`config.mk`:
```
export PLATFORM = sky130hd
export DESIGN_NAME = mem_port_sequencer
export DESIGN_NICKNAME = d
export VERILOG_FILES = /design/src/rtl/mem_seq_pkg.sv /design/src/rtl/mem_arb_rr2.sv /design/src/rtl/mem_port_sequencer.sv
export SDC_FILE = /design/constraint.sdc
export NUM_CORES = 1
export LEC_CHECK = 0
export BUFFER_PORTS_ARGS = -buffer_cell sky130_fd_sc_hd__buf_2
export CORE_ASPECT_RATIO = 1.1
export CORE_MARGIN = 3
export CORE_UTILIZATION = 36
export CTS_BUF_LIST = sky130_fd_sc_hd__clkbuf_8
export DETAILED_ROUTE_END_ITERATION = 10
export HOLD_SLACK_MARGIN = 0.06
export PLACE_DENSITY = 0.69
export SLEW_MARGIN = 20
export SYNTH_ARGS = -nofsm -noshare
export SYNTH_HDL_FRONTEND = slang
export SYNTH_SLANG_ARGS = --single-unit
```
`constraint.sdc`:
```
create_clock -name clk -period 1.95 [get_ports clk]
set_input_delay 0.2925 -clock clk [delete_from_list [all_inputs] [get_ports clk]]
set_output_delay 0.2925 -clock clk [all_outputs]
set_load 0.02 [all_outputs]
```
`src/rtl/mem_seq_pkg.sv`:
```
// Shared types and constants for the memory port sequencer and its arbiter.
package mem_seq_pkg;

    localparam int unsigned ADDR_W_DEF = 30;
    localparam int unsigned DATA_W_DEF = 32;
    localparam logic [1:0]  ALIGN_MASK = 2'b11;

    typedef enum logic [1:0] {
        IDLE    = 2'd0,
        ISSUE   = 2'd1,
        CAPTURE = 2'd2,
        RESP    = 2'd3
    } state_t;

    typedef enum logic {
        SRC_IF = 1'b0,
        SRC_LS = 1'b1
    } src_t;

    function automatic logic is_aligned(input logic [31:0] byte_addr);
        return (byte_addr[1:0] & ALIGN_MASK) == 2'b00;
    endfunction

endpackage

```
`src/rtl/mem_arb_rr2.sv`:
```
// Two-way round-robin arbiter: the side not granted last wins a contention.
module mem_arb_rr2
    import mem_seq_pkg::*;
(
    input  logic       clk,
    input  logic       rst,
    input  logic [1:0] req,
    input  logic       update,
    output logic [1:0] grant
);

    src_t last_grant_q;
    src_t last_grant_d;

    // Each grant looks only at the other side's request, so a ready never depends on its own valid.
    always_comb begin
        grant    = 2'b00;
        grant[0] = !req[1] || (last_grant_q == SRC_LS);
        grant[1] = !req[0] || (last_grant_q == SRC_IF);
    end

    // Remember which side actually won the accepted transfer.
    always_comb begin
        last_grant_d = last_grant_q;
        if (update) begin
            if (req[1] && grant[1]) begin
                last_grant_d = SRC_LS;
            end else begin
                last_grant_d = SRC_IF;
            end
        end else begin
            last_grant_d = last_grant_q;
        end
    end

    // Last-grant register.
    always_ff @(posedge clk or negedge rst) begin
        if (!rst) begin
            last_grant_q <= SRC_IF;
        end else begin
            last_grant_q <= last_grant_d;
        end
    end

endmodule

```
`src/rtl/mem_port_sequencer.sv`:
```
// Single-port memory front-end: arbitrates fetch and load/store requests and
// sequences one outstanding word access at a time through the unified memory.
module mem_port_sequencer
    import mem_seq_pkg::*;
#(
    parameter int unsigned ADDR_W = ADDR_W_DEF,
    parameter int unsigned DATA_W = DATA_W_DEF
) (
    input  logic              clk,
    input  logic              rst,
    input  logic              if_req_valid,
    output logic              if_req_ready,
    input  logic [31:0]       if_req_addr,
    output logic              if_rsp_valid,
    input  logic              if_rsp_ready,
    output logic [DATA_W-1:0] if_rsp_data,
    output logic              if_rsp_err,
    input  logic              ls_req_valid,
    output logic              ls_req_ready,
    input  logic [31:0]       ls_req_addr,
    input  logic              ls_req_we,
    input  logic [DATA_W-1:0] ls_req_wdata,
    output logic              ls_rsp_valid,
    input  logic              ls_rsp_ready,
    output logic [DATA_W-1:0] ls_rsp_data,
    output logic              ls_rsp_err,
    output logic [ADDR_W-1:0] mem_addr,
    output logic [DATA_W-1:0] mem_wdata,
    output logic              mem_wren,
    output logic              mem_gp_we,
    input  logic [DATA_W-1:0] mem_rdata,
    output logic              busy
);

    state_t              state_q, state_d;
    src_t                src_q, src_d;
    logic                we_q, we_d;
    logic                run_q;
    logic [ADDR_W-1:0]   mem_addr_q, mem_addr_d;
    logic [DATA_W-1:0]   mem_wdata_q, mem_wdata_d;
    logic                mem_wren_q, mem_wren_d;
    logic                rsp_valid_q, rsp_valid_d;
    logic                rsp_err_q, rsp_err_d;
    logic [DATA_W-1:0]   rsp_data_q, rsp_data_d;
    logic [1:0]          grant_s;
    logic                arb_update_s;
    logic                if_fire_s, ls_fire_s;
    logic                rsp_ready_s;
    logic [31:0]         sel_addr_s;

    mem_arb_rr2 u_arb (
        .clk    (clk),
        .rst    (rst),
        .req    ({ls_req_valid, if_req_valid}),
        .update (arb_update_s),
        .grant  (grant_s)
    );

    // run_q keeps both readies low until the first clock after reset release.
    assign if_req_ready = run_q && (state_q == IDLE) && grant_s[0];
    assign ls_req_ready = run_q && (state_q == IDLE) && grant_s[1];
    assign if_fire_s    = if_req_valid && if_req_ready;
    assign ls_fire_s    = ls_req_valid && ls_req_ready;
    assign sel_addr_s   = ls_fire_s ? ls_req_addr : if_req_addr;
    assign rsp_ready_s  = (src_q == SRC_LS) ? ls_rsp_ready : if_rsp_ready;

    assign if_rsp_valid = rsp_valid_q && (src_q == SRC_IF);
    assign ls_rsp_valid = rsp_valid_q && (src_q == SRC_LS);
    assign if_rsp_err   = rsp_err_q && (src_q == SRC_IF);
    assign ls_rsp_err   = rsp_err_q && (src_q == SRC_LS);
    assign if_rsp_data  = rsp_data_q;
    assign ls_rsp_data  = rsp_data_q;
    assign mem_addr     = mem_addr_q;
    assign mem_wdata    = mem_wdata_q;
    assign mem_wren     = mem_wren_q;
    assign mem_gp_we    = mem_wren_q;
    assign busy         = (state_q != IDLE);

    // Next-state and datapath-register logic for the access sequencer.
    always_comb begin
        state_d      = state_q;
        src_d        = src_q;
        we_d         = we_q;
        mem_addr_d   = mem_addr_q;
        mem_wdata_d  = mem_wdata_q;
        mem_wren_d   = 1'b0;
        rsp_valid_d  = rsp_valid_q;
        rsp_err_d    = rsp_err_q;
        rsp_data_d   = rsp_data_q;
        arb_update_s = 1'b0;
        case (state_q)
            IDLE: begin
                if (if_fire_s || ls_fire_s) begin
                    arb_update_s = 1'b1;
                    src_d        = ls_fire_s ? SRC_LS : SRC_IF;
                    we_d         = ls_fire_s && ls_req_we;
                    if (is_aligned(sel_addr_s)) begin
                        state_d    = ISSUE;
                        mem_addr_d = ADDR_W'(sel_addr_s[31:2]);
                        mem_wren_d = ls_fire_s && ls_req_we;
                        if (ls_fire_s && ls_req_we) begin
                            mem_wdata_d = ls_req_wdata;
                        end else begin
                            mem_wdata_d = mem_wdata_q;
                        end
                    end else begin
                        // Misaligned: answer straight away without touching memory.
                        state_d     = RESP;
                        rsp_valid_d = 1'b1;
                        rsp_err_d   = 1'b1;
                        rsp_data_d  = '0;
                    end
                end else begin
                    state_d = IDLE;
                end
            end
            ISSUE: begin
                state_d = CAPTURE;
            end
            CAPTURE: begin
                state_d     = RESP;
                rsp_valid_d = 1'b1;
                rsp_err_d   = 1'b0;
                rsp_data_d  = we_q ? '0 : mem_rdata;
            end
            RESP: begin
                if (rsp_ready_s) begin
                    state_d     = IDLE;
                    rsp_valid_d = 1'b0;
                end else begin
                    state_d = RESP;
                end
            end
            default: begin
                state_d = IDLE;
            end
        endcase
    end

    // Sequencer state and registered outputs.
    always_ff @(posedge clk or negedge rst) begin
        if (!rst) begin
            state_q     <= IDLE;
            src_q       <= SRC_IF;
            we_q        <= 1'b0;
            run_q       <= 1'b0;
            mem_addr_q  <= '0;
            mem_wdata_q <= '0;
            mem_wren_q  <= 1'b0;
            rsp_valid_q <= 1'b0;
            rsp_err_q   <= 1'b0;
            rsp_data_q  <= '0;
        end else begin
            state_q     <= state_d;
            src_q       <= src_d;
            we_q        <= we_d;
            run_q       <= 1'b1;
            mem_addr_q  <= mem_addr_d;
            mem_wdata_q <= mem_wdata_d;
            mem_wren_q  <= mem_wren_d;
            rsp_valid_q <= rsp_valid_d;
            rsp_err_q   <= rsp_err_d;
            rsp_data_q  <= rsp_data_d;
        end
    end

endmodule

```
==> summary.md <==
| Metric | Value |
|---|---|
| Status | complete, no violations |
| Initial Utilization | 37.0% |
| Synthesized cell area | 0.00447 sq mm |
| Synth-to-layout area growth | 35.3% |
| Via count | 3375 |
| Hold Violations, Final | 0 |
| Setup TNS Final | 0 ns |
| Clock transition at the registers of the reported paths | 0.10 ns |
| # setup viols final | 0 |
| Clk Latency, worst-skew pair | 0.36 ns |
| Most common flop cell mapped by yosys | dfrtp_1 |
| Core Area | 0.0121 sq mm |
| Sequential fraction of the synthesis area | 57.6% |
| Pre-Repair DR Iteration Count | 4 |
| Util after Layout | 50.1% |
| Slew Limit Fails | 0 |
| Inserted Clock Buffers | 9 |
| Vias per cell | 4.68 |
| Synth Area in Simple Gates | 3.16% |
| Portion of netlist area occupied by mux cells | 23.4% |
| Post-CTS Setup Inserts | 0 |
| DRC Markers | 0 |
| Area share of fa/ha/maj cells after synthesis | 0% |
| Yosys cell types | 27 |
| Clock sinks | 103 |
| Site row count | 42 |
| Commonest cells in the netlist | dfrtp_1, mux2_1, buf_4 |
| Peak VDD IR | 0.694 mV |
| Largest net degree at the start of global routing | 54 |
| Final Wtd Congestion | 0.788 |
| Top-count cell post-synth | dfrtp_1 |
| Post-synthesis register bit count | 103 |
| CP Capture Type | output port |
| Nets | 697 |
| PortBufs | 269 |
| Tot GR Track Use | 15.0% |
| First-pass GRT wire length | 16500 um |
| CTS tree | yes |
| Hold crit path type | in -> reg |
| Hpwl dp | 8410 um |
| DR iter-0 viols | 85 |
| Antenna cells | 0 |
| Crit path kind | reg -> out |
| Worst EP arrival | 1.60 ns |
| Die Wd | 112 um |
| Initial antenna violation count | 2 |
| Setup Skew | 0.0136 ns |
| Syn avg cell area | 14.1 sq um |
| Worst hold slack | 0.132 ns |
| Vias in the first global route | 3383 |
| Leakage power | 3.37 nW |
| Die area | 0.0138 sq mm |
| H-tree Lvls | 3 |
| WL per Instance | 14.9 um |
| Xor/xnor share of the synthesized area | 0% |
| Main area contributors after synthesis | dfrtp_1, mux2_1, mux2_2 |
| Share of cells above drive strength 1 | 59.4% |
| Die extent in y | 123 um |
| RSZ-0062 raised after global routing | true |
| CP Max Fanout | 6 |
| Req. time, crit path | 1.66 ns |
| Post-detailed-route count of antenna-violating nets | 0 |
| Root Driver | clkbuf_8 |
| Pre-CTS setup slack | 0.0862 ns |
| Layout filler cell count | 1087 |
| Gate Count Post-Synth | 317 |
| Fmax | 528 MHz |
| Max-cap check violation count | 0 |
| Power Density | 1540 mW/mm^2 |
| EDFF count, synth | 0 |
| Most area-hungry cell type in the Yosys netlist | dfrtp_1 |
| Post-DP Area | 0.00585 sq mm |
| Total Routed Length | 10700 um |
| Crit path launch type | flip-flop |
| Worst setup margin | 0.0553 ns |
| Synth top area share | 57.6% |
| Syn nets | 452 |
| Largest family of logic cells by synthesized area | multiplexers |
| GRT Residual Overflow | 0 |
| Async S/R FF share, synth | 100% |
| Final Cycle Share | 97.2% |
| Area fraction in compound gates after synthesis | 8.28% |
| Crit path time final | 1.89 ns |
| Max Root-Sink Buffers | 2 |
| Post-route cell area | 0.00605 sq mm |
| Num ports | 270 |
| Synth warnings | 0 |
-- worst paths after layout --
check | start | to | slack, ns | cells after the start
worst min-delay path | ls_req_wdata[5] | mem_wdata[5] | 0.13 | 2
worst max register to register | state_q[0] | mem_addr[12] | 0.11 | 5
min in group asynchronous | rst | if_rsp_data[21] | 0.41 | 2
max in group asynchronous | rst | mem_wdata[19] | 0.97 | 3
worst max-delay path | state_q[0] | ls_req_ready | 0.06 | 3
worst min register to register | mem_addr[1] | mem_addr[1] | 0.49 | 1
-- where the power goes --
group | switching [mW] | total, mW | internal (mW) | leakage (nW)
Clock | 0.702 | 1.27 | 0.569 | 0.0946
Combinational | 2.67 | 4.46 | 1.79 | 1.95
Sequential | 0.552 | 3.58 | 3.03 | 1.32
-- logic make-up after synthesis --
group / after synthesis
simple gates: 26
other cells: 1
mux: 93
compound gates: 44
flops: 103
buf+inv: 50
-- final cells by class --
type                            instances  area (sq um)  share of cell area [%]
Inverter                                2          7.51                   0.124
Sequential cell                       103          2580                    42.6
Clock inverter                          4          28.8                   0.475
Clock buffer                           12           165                    2.73
Multi-Input combinational cell        164          1570                    25.9
Tap cell                              154           193                    3.18
Timing Repair Buffer                  282          1510                    25.0
-- layer usage --
layer,vias up,GRT usage [%],part of all wire [%]
met4,4,4.51,0.98
met1,1606,17.0,38
met5,-,0,0.28
met3,14,5.09,9.8
li1,1580,-,-
met2,171,26.8,51
-- sequential cells by signal, indices dropped and copies added (netlist names) --
| name | flops |
|---|---|
| if_rsp_data | 32 |
| mem_wdata | 32 |
| mem_addr | 30 |
| state_q | 2 |
| mem_gp_we | 1 |
| rsp_err_q | 1 |
| rsp_valid_q | 1 |
| run_q | 1 |
| src_q | 1 |
| u_arb.last_grant_q | 1 |
| we_q | 1 |
-- timing repair --
action                     CTS  global route
resized for setup            0             1
hold buffers                 1             0
hold endpoints to repair    21             0
setup endpoints to repair    0             3
-- metrics by stage --
| stage | power, mW | cells |
|---|---|---|
| 6_report | 9.32 | 721 |
| 5_1_grt | 9.94 | 721 |
| 3_5_place_dp | 8.15 | 704 |
| 2_1_floorplan | 6.73 | 317 |
| 4_1_cts | 9.46 | 721 |
| 3_3_place_gp | 8.03 | 704 |
-- worst max-delay path, cell delays in order (launching register included) --
cell and delay (ns):
dfrtp_1 0.44, or3b_1 0.43, a21oi_1 0.20, buf_4 0.19
-- layout by cell type, fill, tap and decap left out, types with 2 or more instances in the layout --
master	netlist	routed
a21oi_1	4	3
clkbuf_8	0	12
a21boi_2	2	2
mux2_1	62	62
nor2b_1	2	2
mux2_2	31	31
nor2_1	3	2
buf_4	36	9
a22o_1	33	33
inv_1	2	2
and2_1	4	4
nand2_1	10	10
dfrtp_1	103	103
buf_12	0	5
buf_2	9	267
clkinvlp_4	0	2
(Power assumes the default switching activity.)
